<file path="src/rtl/omega_inverse_router.sv">
// Three-stage pipelined 8x8 inverse omega network. Every switch routes on one
// destination bit; conflicts go to the upper input, and the dropped packets are counted.
module omega_inverse_router #(
  parameter int unsigned DW = 8
) (
  input  logic            CLK,
  input  logic            RST,
  input  logic [7:0]      in_valid,
  input  logic [23:0]     in_dest,
  input  logic [8*DW-1:0] in_data,
  input  logic            cnt_clr,
  output logic [7:0]      out_valid,
  output logic [8*DW-1:0] out_data,
  output logic            drop_pulse,
  output logic [7:0]      drop_cnt
);

  localparam int unsigned NS = 3;
  localparam int unsigned NL = 8;

  logic [NL-1:0] v_q   [NS];
  logic [2:0]    dst_q [NS][NL];
  logic [DW-1:0] dat_q [NS][NL];
  logic [NL-1:0] v_d   [NS];
  logic [2:0]    dst_d [NS][NL];
  logic [DW-1:0] dat_d [NS][NL];

  logic [NL-1:0] sin_v;
  logic [2:0]    sin_dst [NL];
  logic [DW-1:0] sin_dat [NL];

  logic          take_u, take_l;
  int unsigned   u, lo, o, sh;
  logic [3:0]    drops_d;
  logic [8:0]    sum_d;
  logic [7:0]    drop_cnt_q, drop_cnt_d;
  logic          drop_pulse_q;

  always_comb begin
    drops_d = '0;
    sin_v   = '0;
    take_u  = 1'b0;
    take_l  = 1'b0;
    u = 0; lo = 0; o = 0; sh = 0;
    for (int unsigned l = 0; l < NL; l++) begin
      sin_dst[l] = '0;
      sin_dat[l] = '0;
    end
    for (int unsigned s = 0; s < NS; s++) begin
      v_d[s] = '0;
      for (int unsigned l = 0; l < NL; l++) begin
        dst_d[s][l] = '0;
        dat_d[s][l] = '0;
        if (s == 0) begin
          sin_v[l]   = in_valid[l];
          sin_dst[l] = in_dest[3*l +: 3];
          sin_dat[l] = in_data[DW*l +: DW];
        end else begin
          sin_v[l]   = v_q[s-1][l];
          sin_dst[l] = dst_q[s-1][l];
          sin_dat[l] = dat_q[s-1][l];
        end
      end
      for (int unsigned j = 0; j < NL/2; j++) begin
        u  = 2*j;
        lo = 2*j + 1;
        if (sin_v[u] && sin_v[lo] && (sin_dst[u][s] == sin_dst[lo][s]))
          drops_d = drops_d + 4'd1;
        for (int unsigned k = 0; k < 2; k++) begin
          o  = 2*j + k;
          // switch output line o lands on (o0 o2 o1) after the inverse shuffle
          sh = (o % 2) * 4 + o / 2;
          take_u = sin_v[u] && (sin_dst[u][s] == 1'(k));
          take_l = sin_v[lo] && (sin_dst[lo][s] == 1'(k)) && !take_u;
          v_d[s][sh]   = take_u | take_l;
          dst_d[s][sh] = take_u ? sin_dst[u] : sin_dst[lo];
          dat_d[s][sh] = take_u ? sin_dat[u] : sin_dat[lo];
        end
      end
    end
    sum_d      = {1'b0, drop_cnt_q} + {5'b0, drops_d};
    drop_cnt_d = cnt_clr ? '0 : (sum_d[8] ? 8'hFF : sum_d[7:0]);
  end

  always_ff @(posedge CLK or posedge RST) begin
    if (RST) begin
      for (int unsigned s = 0; s < NS; s++) begin
        v_q[s] <= '0;
        for (int unsigned l = 0; l < NL; l++) begin
          dst_q[s][l] <= '0;
          dat_q[s][l] <= '0;
        end
      end
      drop_pulse_q <= 1'b0;
      drop_cnt_q   <= '0;
    end else begin
      for (int unsigned s = 0; s < NS; s++) begin
        v_q[s] <= v_d[s];
        for (int unsigned l = 0; l < NL; l++) begin
          if (v_d[s][l]) begin
            dst_q[s][l] <= dst_d[s][l];
            dat_q[s][l] <= dat_d[s][l];
          end
        end
      end
      drop_pulse_q <= (drops_d != '0);
      drop_cnt_q   <= drop_cnt_d;
    end
  end

  always_comb begin
    out_data = '0;
    for (int unsigned l = 0; l < NL; l++)
      out_data[DW*l +: DW] = dat_q[NS-1][l];
  end

  assign out_valid  = v_q[NS-1];
  assign drop_pulse = drop_pulse_q;
  assign drop_cnt   = drop_cnt_q;

endmodule

</file>
<file path="config.mk">
export PLATFORM = sky130hd
export DESIGN_NAME = omega_inverse_router
export DESIGN_NICKNAME = d
export VERILOG_FILES = /design/src/rtl/omega_inverse_router.sv
export SDC_FILE = /design/constraint.sdc
export NUM_CORES = 1
export LEC_CHECK = 0
export ABC_CLOCK_PERIOD_IN_PS = 11000
export CORE_MARGIN = 10
export CORE_UTILIZATION = 40
export DETAILED_ROUTE_END_ITERATION = 7
export GPL_TIMING_DRIVEN = 0
export PLACE_DENSITY = 0.7
export SYNTH_ARGS = -nofsm -noshare
export SYNTH_HDL_FRONTEND = slang
export SYNTH_SLANG_ARGS = --single-unit
export TNS_END_PERCENT = 1
</file>
<file path="constraint.sdc">
create_clock -name CLK -period 11 [get_ports CLK]
set_input_delay 2.2 -clock CLK [delete_from_list [all_inputs] [get_ports CLK]]
set_output_delay 2.2 -clock CLK [all_outputs]
set_load 0.1 [all_outputs]
</file>
==> reports/summary.txt, run 1 <==
OUTCOME
--------------------------------------------------------------------------------------------------
Result of the run ................................................................... complete, no violations

SYNTHESIS
--------------------------------------------------------------------------------------------------
Leading register cell type out of synthesis ......................................... sky130_fd_sc_hd__dfrtp_1
Portion of the post-synthesis area used by sequential elements ......................        46.2%
Average cell area after synthesis ...................................................     9.75 µm²
Count of mapped cells out of synthesis ..............................................         1383
Yosys warns .........................................................................            0
Number of flops mapped to enable cells by yosys .....................................            0
Post-synthesis sequential element count .............................................          249
Post-synthesis net count ............................................................         1500
Async set or reset register ratio after synthesis ...................................         100%
Unique masters post-synth ...........................................................           62
Area of the mapped netlist ..........................................................   0.0135 mm²

ROUTE
--------------------------------------------------------------------------------------------------
Wire length after detailed routing ..................................................     38700 µm
Post-route DRC violation count ......................................................            0
Wire length per cell ................................................................      18.8 µm
Number of search-and-repair iterations in the first detailed-routing pass ...........            5
Antenna violation net count after detailed routing ..................................            0
Via Count ...........................................................................        10666
Mean number of vias per cell ........................................................         5.18
Iteration-0 DRC Markers .............................................................          730

TIMING
--------------------------------------------------------------------------------------------------
Worst Hold Slack ....................................................................     0.479 ns
Post-route setup TNS ................................................................         0 ns
Slew @ Worst Pin ....................................................................      1.05 ns
Final critical path time including I/O delays and setup .............................     10.48 ns
Final max-slew violation count ......................................................            0
Post-route worst setup slack ........................................................     0.522 ns
Final count of hold timing violations ...............................................            0
Worst setup skew after layout .......................................................    0.0247 ns
Setup repair after global routing missed its margin .................................        false
Peak Freq ...........................................................................   0.0954 GHz
Part of the cycle the worst path needs ..............................................        95.3%
Endpoints failing setup .............................................................            0
Worst slew margin ...................................................................        30.1%

LAYOUT
--------------------------------------------------------------------------------------------------
Area delta synth->final .............................................................        24.1%
Total Nets Final ....................................................................         1706
Layout cells sized above 1 ..........................................................        8.89%

FLOORPLANNING
--------------------------------------------------------------------------------------------------
DIE HEIGHT ..........................................................................       204 µm
X dimension of the die ..............................................................       204 µm
Floorplan die area ..................................................................   0.0414 mm²
Standard-cell rows ..................................................................           67
Core Footprint ......................................................................   0.0334 mm²
IO Pins .............................................................................          180
Initial cell density of the core ....................................................        40.4%

CLOCK TREE
--------------------------------------------------------------------------------------------------
Number of clock sinks ...............................................................          249
Clk Tree Root Cell .................................................................. sky130_fd_sc_hd__clkbuf_16
Number of levels the H-tree was split into ..........................................            1
Number of buffers inserted by hold repair at cts ....................................            0
CTS Buf Count .......................................................................           27
Clock transition time at the flip-flop clock pins of the worst setup and hold paths .      0.06 ns
CTS-repair resized insts ............................................................            1
Clock latency at the later pin of the worst-skew pair ...............................      0.55 ns
Setup repair bufs after CTS .........................................................            0
CTS tree ............................................................................        built
Maximum clock insertion buffer count ................................................            3

PLACED DESIGN
--------------------------------------------------------------------------------------------------
RD Place Congestion .................................................................        0.891
Half-perimeter wire length of the detailed placement result .........................     30600 µm
Setup slack after placement .........................................................    -0.583 ns
Port Buf Inserts ....................................................................          176

PWR
--------------------------------------------------------------------------------------------------
Leakage power .......................................................................      7.81 nW
Largest voltage drop on the vdd net .................................................     0.208 mV
Design Power ........................................................................      4.42 mW
Total power divided by cell area ....................................................   264 mW/mm²

FLOW RUN
--------------------------------------------------------------------------------------------------
# Max-Cap Violations ................................................................            0

SETUP PATH
--------------------------------------------------------------------------------------------------
Maximum fanout count along the critical path ........................................           14
Setup crit end kind .................................................................    flip-flop
Maximum cell stage delay along the critical path ....................................      0.46 ns
Worst Setup Start Kind ..............................................................   input port
Arrival time at the worst endpoint ..................................................     10.93 ns
Critical path required time .........................................................     11.46 ns
Slowest cell on the critical path ................................................... sky130_fd_sc_hd__clkdlybuf4s50_1
Crit Path Class .....................................................................    in -> reg

GRT
--------------------------------------------------------------------------------------------------
Global-route wire length before repair ..............................................     60700 µm
Vias in the first global route ......................................................        10722
Grt ovf .............................................................................            0
Pin count of the biggest net entering global routing ................................          106
Antenna violations before repair ....................................................            1
Aggregate global-route resource usage ...............................................        18.3%

HOLD PATH
--------------------------------------------------------------------------------------------------
Class of the worst hold path ........................................................   reg -> reg

[cells in the mapped netlist, drive strengths merged (2+ instances only)]
cell | number | area, µm²
xor2 | 11 | 111
a21o | 6 | 45.0
o21ai | 220 | 1100
dfrtp | 249 | 6230
nor2b | 23 | 144
or3 | 5 | 31.3
o211ai | 5 | 37.5
a22oi | 8 | 60.1
nand3b | 2 | 15.0
nor3 | 8 | 40.0
a21oi | 22 | 110
a31oi | 4 | 25.0
a2111oi | 3 | 26.3
or2 | 6 | 37.5
mux2i | 223 | 2230
a211oi | 5 | 37.5
nand4 | 3 | 18.8
inv | 35 | 134
nand2 | 253 | 950
buf | 88 | 608
nor2 | 26 | 103
nand2b | 4 | 25.0
clkbuf | 47 | 176
xnor3 | 6 | 136
and2 | 14 | 88.8
xnor2 | 36 | 315
o31ai | 3 | 22.5
o311ai | 2 | 17.5
nand3 | 12 | 60.1
and3 | 13 | 81.3
ha | 17 | 213
nor4 | 4 | 25.0
[power by group]
part	switching, mW	internal, mW
sequential	0.220	1.17
clock	0.367	0.492
combinational	1.48	0.685
[flip-flops by register name (all words and copies together), names as in the netlist]
signal and count:
out_data 64, dat_q 128, out_valid 8, drop_pulse 1, sin_v 8, drop_cnt 8
dst_q 24, v_q 8
[routing by layer]
metal,vias up,global-route usage [%],routed length (µm),part of all wire (%)
li1,5123,-,-,-
met1,5254,25.7,18400,48
met2,242,28.9,17600,45
met3,47,3.13,2110,5.5
met4,0,3.84,639,1.7
met5,-,1.07,0,0
[layout make-up]
| class | instances | area (µm²) |
|---|---|---|
| diodes | 1 | 2.50 |
| flip-flops and latches | 249 | 6230 |
| fillers | 3150 | 16600 |
| clock inverters | 7 | 38.8 |
| plain buffers | 134 | 781 |
| repair buffers | 178 | 1820 |
| well taps | 448 | 561 |
| multi-input cells | 964 | 6360 |
| inverters | 35 | 141 |
| clock buffers | 42 | 792 |
[cell families (layout without fill, tap and decap cells)]
logic type / Yosys count / in the layout / share of synthesized area, %
buffers and inverters: 170 / 396 / 6.81
XOR/XNOR: 53 / 53 / 4.18
adder cells (fa/ha/maj): 18 / 18 / 1.73
AO/OA/AOI/OAI: 291 / 291 / 12.1
flip-flops: 249 / 249 / 46.2
AND/OR/NAND/NOR: 378 / 378 / 12.3
other: 0 / 1 / 0
multiplexers: 224 / 224 / 16.6
[worst max-delay path: cells and delay by family]
kind / cells / cell delay [ns]
XOR/XNOR: 8 / 1.64
adder cells (fa/ha/maj): 7 / 2.10
buffers and inverters: 3 / 0.66
AO/OA/AOI/OAI: 7 / 1.17
AND/OR/NAND/NOR: 15 / 3.15
[metrics by stage]
stage | instances | instance area [µm²] | util [%]
floorplan | 1383 | 13500 | -
global placement | 2007 | 15800 | 47.4
detailed placement | 2009 | 15900 | 47.5
CTS | 2058 | 16700 | 50.0
global route | 2058 | 16700 | 50.1
finish | 2058 | 16700 | 50.1
[cell usage in the layout, fill, tap and decap left out, types with 22 or more instances in the layout]
cell	synthesis	layout
sky130_fd_sc_hd__a21oi_1	22	22
sky130_fd_sc_hd__buf_4	73	73
sky130_fd_sc_hd__clkbuf_1	47	55
sky130_fd_sc_hd__clkbuf_16	0	27
sky130_fd_sc_hd__clkdlybuf4s50_1	0	176
sky130_fd_sc_hd__dfrtp_1	249	249
sky130_fd_sc_hd__inv_1	34	33
sky130_fd_sc_hd__mux2i_1	223	223
sky130_fd_sc_hd__nand2_1	253	253
sky130_fd_sc_hd__nor2_1	24	24
sky130_fd_sc_hd__nor2b_1	23	23
sky130_fd_sc_hd__o21ai_0	219	218
sky130_fd_sc_hd__xnor2_1	36	36
[final timing paths]
path,startpoint,endpoint,slack (ns),depth (start not counted)
worst min register to register,out_data[30],out_data[30],0.48,2
max in group asynchronous,RST,out_data[46],7.64,4
worst max-delay path,in_dest[9],drop_cnt[0],0.52,40
min in group asynchronous,RST,out_valid[2],2.09,2
worst min-delay path,out_data[30],out_data[30],0.48,2
worst max register to register,dst_q[67],drop_cnt[0],4.00,31
(Power assumes the default switching activity.)
==> run 2: changes to the inputs <==
--- a/config.mk
+++ b/config.mk
@@ -6,11 +6,10 @@
 export NUM_CORES = 1
 export LEC_CHECK = 0
 export ABC_CLOCK_PERIOD_IN_PS = 11000
-export CORE_MARGIN = 10
 export CORE_UTILIZATION = 40
 export DETAILED_ROUTE_END_ITERATION = 7
 export GPL_TIMING_DRIVEN = 0
-export PLACE_DENSITY = 0.7
+export PLACE_DENSITY = 0.71
 export SYNTH_ARGS = -nofsm -noshare
 export SYNTH_HDL_FRONTEND = slang
 export SYNTH_SLANG_ARGS = --single-unit
==> run 2 against run 1 <==
Net effect:
- cell count is 0.24% lower
- register-to-register slack hardly changed
- sequential cell count stayed put
- die area is 17% lower
- global-route usage is 3.6 points higher
- wire length is 3.7% lower
- utilization is 1.3 points higher
- critical path type unchanged
- design area is 1.0% higher
==> reports/summary.txt, run 2 (synthesized netlist as in run 1, its figures left out) <==
OUTCOME
--------------------------------------------------------------------------------------------------
Result of the run ................................................................... complete, no violations

LAYOUT
--------------------------------------------------------------------------------------------------
Number of cells in the finished layout apart from fillers ...........................         2053   -0.24%
Design area .........................................................................   0.0169 mm²   +1.0%
Total Nets Final ....................................................................         1707   +0.059%
Register bank with the most flops ...................................................        dat_q
Layout cells sized above 1 ..........................................................        9.25%   +0.36 points
Final-layout fill cell count ........................................................         3015   -4.3%
Most common library cell in the layout ignoring fill and taps ....................... sky130_fd_sc_hd__nand2_1
Antenna diode count .................................................................            0   -1
Area delta synth->final .............................................................        25.3%
Number of flip-flops under the largest register name ................................          128   unchanged
Commonest cells after routing, fill and taps aside .................................. sky130_fd_sc_hd__nand2_1, sky130_fd_sc_hd__dfrtp_1, sky130_fd_sc_hd__mux2i_1

TIMING
--------------------------------------------------------------------------------------------------
Final count of hold timing violations ...............................................            0   unchanged
Slew @ Worst Pin ....................................................................     0.981 ns   -0.0647 ns
Final critical path time including I/O delays and setup .............................     10.56 ns   +0.0819 ns
Worst setup skew after layout .......................................................    0.0110 ns   -0.0137 ns
Endpoints failing setup .............................................................            0   unchanged
Peak Freq ...........................................................................   0.0947 GHz   -0.78%
Worst slew margin ...................................................................        34.4%   +4.3 points
Final max-slew violation count ......................................................            0   unchanged
Part of the cycle the worst path needs ..............................................        96.0%   +0.74 points
Setup repair after global routing missed its margin .................................        false

CLOCK TREE
--------------------------------------------------------------------------------------------------
CTS-repair resized insts ............................................................            0   -1
Clock transition time at the flip-flop clock pins of the worst setup and hold paths .      0.06 ns   about the same
Number of buffers inserted by hold repair at cts ....................................            0   unchanged
Number of levels the H-tree was split into ..........................................            1   unchanged
CTS tree ............................................................................        built
CTS Buf Count .......................................................................           28   +3.7%
Maximum clock insertion buffer count ................................................            3   unchanged
Setup repair bufs after CTS .........................................................            0   unchanged
Clock latency at the later pin of the worst-skew pair ...............................      0.54 ns   about the same
Number of clock sinks ...............................................................          249   unchanged
Clk Tree Root Cell .................................................................. sky130_fd_sc_hd__clkbuf_16

SETUP PATH
--------------------------------------------------------------------------------------------------
Worst Setup Start Kind ..............................................................   input port
Crit Path Class .....................................................................    in -> reg
Slowest cell on the critical path ................................................... sky130_fd_sc_hd__clkdlybuf4s50_1
Setup crit end kind .................................................................    flip-flop
Critical path required time .........................................................     11.46 ns   about the same
Arrival time at the worst endpoint ..................................................     11.02 ns   +0.09 ns
Maximum fanout count along the critical path ........................................           14   unchanged
Maximum cell stage delay along the critical path ....................................      0.51 ns   +0.05 ns

GRT
--------------------------------------------------------------------------------------------------
Pin count of the biggest net entering global routing ................................          106   unchanged
Aggregate global-route resource usage ...............................................        22.0%   +3.6 points
Vias in the first global route ......................................................        10746   +0.22%
Global-route wire length before repair ..............................................     58400 µm   -3.7%
Grt ovf .............................................................................            0   unchanged
Antenna violations before repair ....................................................            2   +1

FLOORPLANNING
--------------------------------------------------------------------------------------------------
Standard-cell rows ..................................................................           66   -1.5%
X dimension of the die ..............................................................       186 µm   -8.8%
Floorplan die area ..................................................................   0.0344 mm²   -17%
Core Footprint ......................................................................   0.0329 mm²   -1.5%
DIE HEIGHT ..........................................................................       186 µm   -8.8%
IO Pins .............................................................................          180   unchanged
Initial cell density of the core ....................................................        41.0%   +0.61 points

PWR
--------------------------------------------------------------------------------------------------
Largest voltage drop on the vdd net .................................................     0.255 mV   +23%
Total power divided by cell area ....................................................   269 mW/mm²   +2.1%
Leakage power .......................................................................      7.89 nW   +1.0%

ROUTE
--------------------------------------------------------------------------------------------------
Mean number of vias per cell ........................................................         5.23   +0.88%
Wire length per cell ................................................................      18.1 µm   -3.5%
Via Count ...........................................................................        10734   +0.64%
Antenna violation net count after detailed routing ..................................            0   unchanged
Number of search-and-repair iterations in the first detailed-routing pass ...........            5   unchanged
Wire length after detailed routing ..................................................     37200 µm   -3.7%
Post-route DRC violation count ......................................................            0   unchanged
Iteration-0 DRC Markers .............................................................          700   -4.1%

PLACED DESIGN
--------------------------------------------------------------------------------------------------
Port Buf Inserts ....................................................................          176   unchanged
Total placed instance area ..........................................................   0.0159 mm²   about the same
Placed Instances ....................................................................         2003   -0.30%
RD Place Congestion .................................................................        0.923   +3.6%
Half-perimeter wire length of the detailed placement result .........................     28700 µm   -6.2%

FLOW RUN
--------------------------------------------------------------------------------------------------
# Max-Cap Violations ................................................................            0   unchanged

HOLD PATH
--------------------------------------------------------------------------------------------------
Class of the worst hold path ........................................................   reg -> reg

## run 2: cell count changes in the layout (fill, tap and decap cells not counted), sizes merged
cell and change:
clkbuf -2, bufinv +4, diode -1, clkinvlp +2, clkinv -2
## run 2: through the flow
| stage | setup TNS, ns | utilization, % | setup WS [ns] | power, mW | hold WS, ns |
|---|---|---|---|---|---|
| after floorplan | 0 | - | 1.11 | 3.02 | 0.451 |
| after global placement | -295.82 | 48.1 | -1.21 | 3.53 | 0.464 |
| after detailed placement | -3.32 | 48.2 | -0.501 | 3.56 | 0.472 |
| after CTS | 0 | 51.3 | 0.0381 | 4.57 | 0.486 |
| after global routing | 0 | 51.4 | 0.0630 | 4.78 | 0.507 |
| final | 0 | 51.4 | 0.440 | 4.55 | 0.479 |
## run 2: per-layer routing
| layer | track usage [%] | part of all wire (%) | vias to the layer above |
|---|---|---|---|
| met2 | 34.5 | 45 | 296 |
| met4 | 5.44 | 2.1 | 4 |
| met1 | 31.2 | 46 | 5254 |
| met3 | 4.03 | 6.7 | 57 |
| li1 | - | - | 5123 |
| met5 | 0 | 0.064 | - |
## run 2: area by class of cell
type	instances	area [µm²]	area share (%)
Timing Repair Buffer	178	1820	10.8
Sequential cell	249	6230	36.9
Clock inverter	11	164	0.970
Buffer	134	781	4.62
Clock buffer	40	837	4.96
Inverter	35	141	0.837
Multi-Input combinational cell	964	6370	37.7
Tap cell	442	553	3.27
## run 2: critical path, delay by kind of cell
kind                     cells  cell delay [ns]
AO/OA/AOI/OAI                7             1.23
XOR/XNOR                     8             1.66
adder cells (fa/ha/maj)      7             2.11
buffers and inverters        3             0.69
AND/OR/NAND/NOR             15             3.11
## run 2: power by group
group          internal, mW  leakage [nW]  total [mW]  switching (mW)
Clock                 0.621         0.489        1.01           0.385
Combinational         0.686          4.30        2.16            1.47
Sequential             1.17          3.11        1.39           0.218
Total                  2.48          7.89        4.55            2.07
## run 2: final timing paths
path                              start            to  slack (ns)  cells past startpoint
setup / recovery             in_dest[9]   drop_cnt[1]        0.44                     40
hold / removal             out_data[51]  out_data[51]        0.48                      2
setup reg to reg              dst_q[70]   drop_cnt[1]        3.99                     31
hold reg to reg            out_data[51]  out_data[51]        0.48                      2
max in group asynchronous           RST    dat_q[100]        7.65                      4
min in group asynchronous           RST  out_valid[6]        2.06                      2
==> RTL edit (config.mk and constraints of run 2) <==
Register the output `drop_cnt` once more, with the module's reset; this adds one clock of latency there. The other outputs are not delayed to match.
--- a/src/rtl/omega_inverse_router.sv
+++ b/src/rtl/omega_inverse_router.sv
@@ -118,3 +118,9 @@
   assign drop_pulse = drop_pulse_q;
-  assign drop_cnt   = drop_cnt_q;
+  always_ff @(posedge CLK or posedge RST) begin
+    if (RST) begin
+      drop_cnt <= '0;
+    end else begin
+      drop_cnt <= drop_cnt_q;
+    end
+  end
 
Behaviour: not the same (Yosys sat finds a counterexample within 4 cycles, from zero or initial values and one cycle with RST high).
==> RTL edit against run 2 <==
- first-iteration DRC count decreased by 3.9%
- critical path depth decreased by 1
- non-clock buffer count decreased by 1
- area after synthesis increased by 0.55%
- power decreased by 2.3%
- clock power decreased by 10%
- routed wire length decreased by 4.3%
- final area decreased by 0.36%
- sequential cell count increased by 8
- count of clock-buffer cells in the layout unchanged
- worst setup slack improved by 0.070 ns
- combinational power decreased by 2%
- fmax increased by 0.67%
- critical path type unchanged
- highest routed layer is now met4
==> RTL edit: results (changes against run 2) <==
INFO  metric hold-worst-slack = 0.393 ns (was 0.479 ns)
INFO  metric worst-r2r-setup-slack = 3.90 ns (was 3.99 ns)
INFO  metric number_of_cells_produced_by_synthesis = 1364 (was 1383)
INFO  metric clk_share = 0.0520 (was 0.0593)
INFO  metric hold-path-endpoint = drop_cnt[0]$_DFF_PP0_ (was out_data[51]$_DFFE_PP0P_)
INFO  metric number_of_global_route_vias_before_repair = 10200 (was 10700)
INFO  metric route.top_layer_used = met4 (was met5)
INFO  metric synth_nets = 1481 (was 1500)
INFO  metric multi_input_area = 6200 sq um (was 6370 sq um)
INFO  metric detailroute.wirelength.met3 = 2.11 mm (was 2.50 mm)
INFO  metric pwr_density = 264 nW/um^2 (was 269 nW/um^2)
INFO  metric routedLengthMet1 = 17.0 mm (was 17.3 mm)
INFO  metric netlist_top_cells_area = sky130_fd_sc_hd__dfrtp_1 47%, sky130_fd_sc_hd__mux2i_1 16%, sky130_fd_sc_hd__o21ai_0 8.2% (was sky130_fd_sc_hd__dfrtp_1 46%, sky130_fd_sc_hd__mux2i_1 17%, sky130_fd_sc_hd__o21ai_0 8.1%)
INFO  metric place_area = 16000 sq um (was 15900 sq um)
INFO  metric met3_usage = 0.0245 (was 0.0403)
INFO  metric tritoncts.num_buffers = 29 (was 28)
INFO  metric worst_path_largest_cell_delay = 0.54 ns (was 0.51 ns)
INFO  metric seq_area_frac = 0.382 (was 0.369)
INFO  metric result_of_the_run = complete, no violations (unchanged)
INFO  metric place_congestion = 0.916 (was 0.923)
INFO  metric final.signal_buffer_count = 311 (was 312)
INFO  metric dieArea = 34600 sq um (was 34400 sq um)
INFO  metric drtIter0Drc = 673 (was 700)
INFO  metric numPlacedInstances = 1992 (was 2003)
INFO  metric buf_share = 0.155 (was 0.154)
INFO  metric num-nonclk-inverters = 39 (was 35)
INFO  metric critPathArrivalTime = 10.89 ns (was 11.02 ns)
INFO  metric place_ws = 0.0918 ns (was -0.501 ns)
INFO  metric ranking_of_synthesized_cells_by_instance_count = 257 x sky130_fd_sc_hd__dfrtp_1, 251 x sky130_fd_sc_hd__nand2_1, 221 x sky130_fd_sc_hd__o21ai_0 (was 253 x sky130_fd_sc_hd__nand2_1, 249 x sky130_fd_sc_hd__dfrtp_1, 223 x sky130_fd_sc_hd__mux2i_1)
INFO  metric worst-path-max-fanout = 10 (was 14)
INFO  metric wire_length_of_the_first_global_routing_pass = 56.1 mm (was 58.4 mm)
INFO  metric ir_drop = 0.207 mV (was 0.255 mV)
INFO  metric comb.multi_input.count = 937 (was 964)
INFO  metric library_cells_used_by_synthesis = 72 (was 62)
INFO  metric synthAdderAreaFrac = 0.0172 (was 0.0173)
INFO  metric worst_hold_startpoint = drop_cnt_q[0]$_DFF_PP0_ (was out_data[51]$_DFFE_PP0P_)
-- RTL edit: cell types whose count changed after synthesis, sizes merged, moves of 4 or more --
cell,change
mux2i,-7
clkbuf,-4
or2,-4
dfrtp,+8
xnor2,-6
inv,+4
-- RTL edit: how the worst max path moves through the flow --
stage | start | end | slack, ns | cells after the start
2_1_floorplan | in_dest[0] | drop_cnt_q[0]$_DFF_PP0_ | 1.62 | 34
3_3_place_gp | RST | drop_cnt[7]$_DFF_PP0_ | -1.41 | 2
3_5_place_dp | in_dest[6] | drop_cnt_q[1]$_DFF_PP0_ | 0.09 | 36
4_1_cts | in_dest[6] | drop_cnt_q[1]$_DFF_PP0_ | 0.58 | 36
5_1_grt | in_dest[6] | drop_cnt_q[7]$_DFF_PP0_ | 0.01 | 39
6_report | in_dest[6] | drop_cnt_q[7]$_DFF_PP0_ | 0.51 | 39
-- RTL edit: power by group --
part | switching [W] | internal, W
combinational | 0.00144 | 0.000676
clock | 0.000380 | 0.000525
sequential | 0.000218 | 0.00120
total | 0.00204 | 0.00240
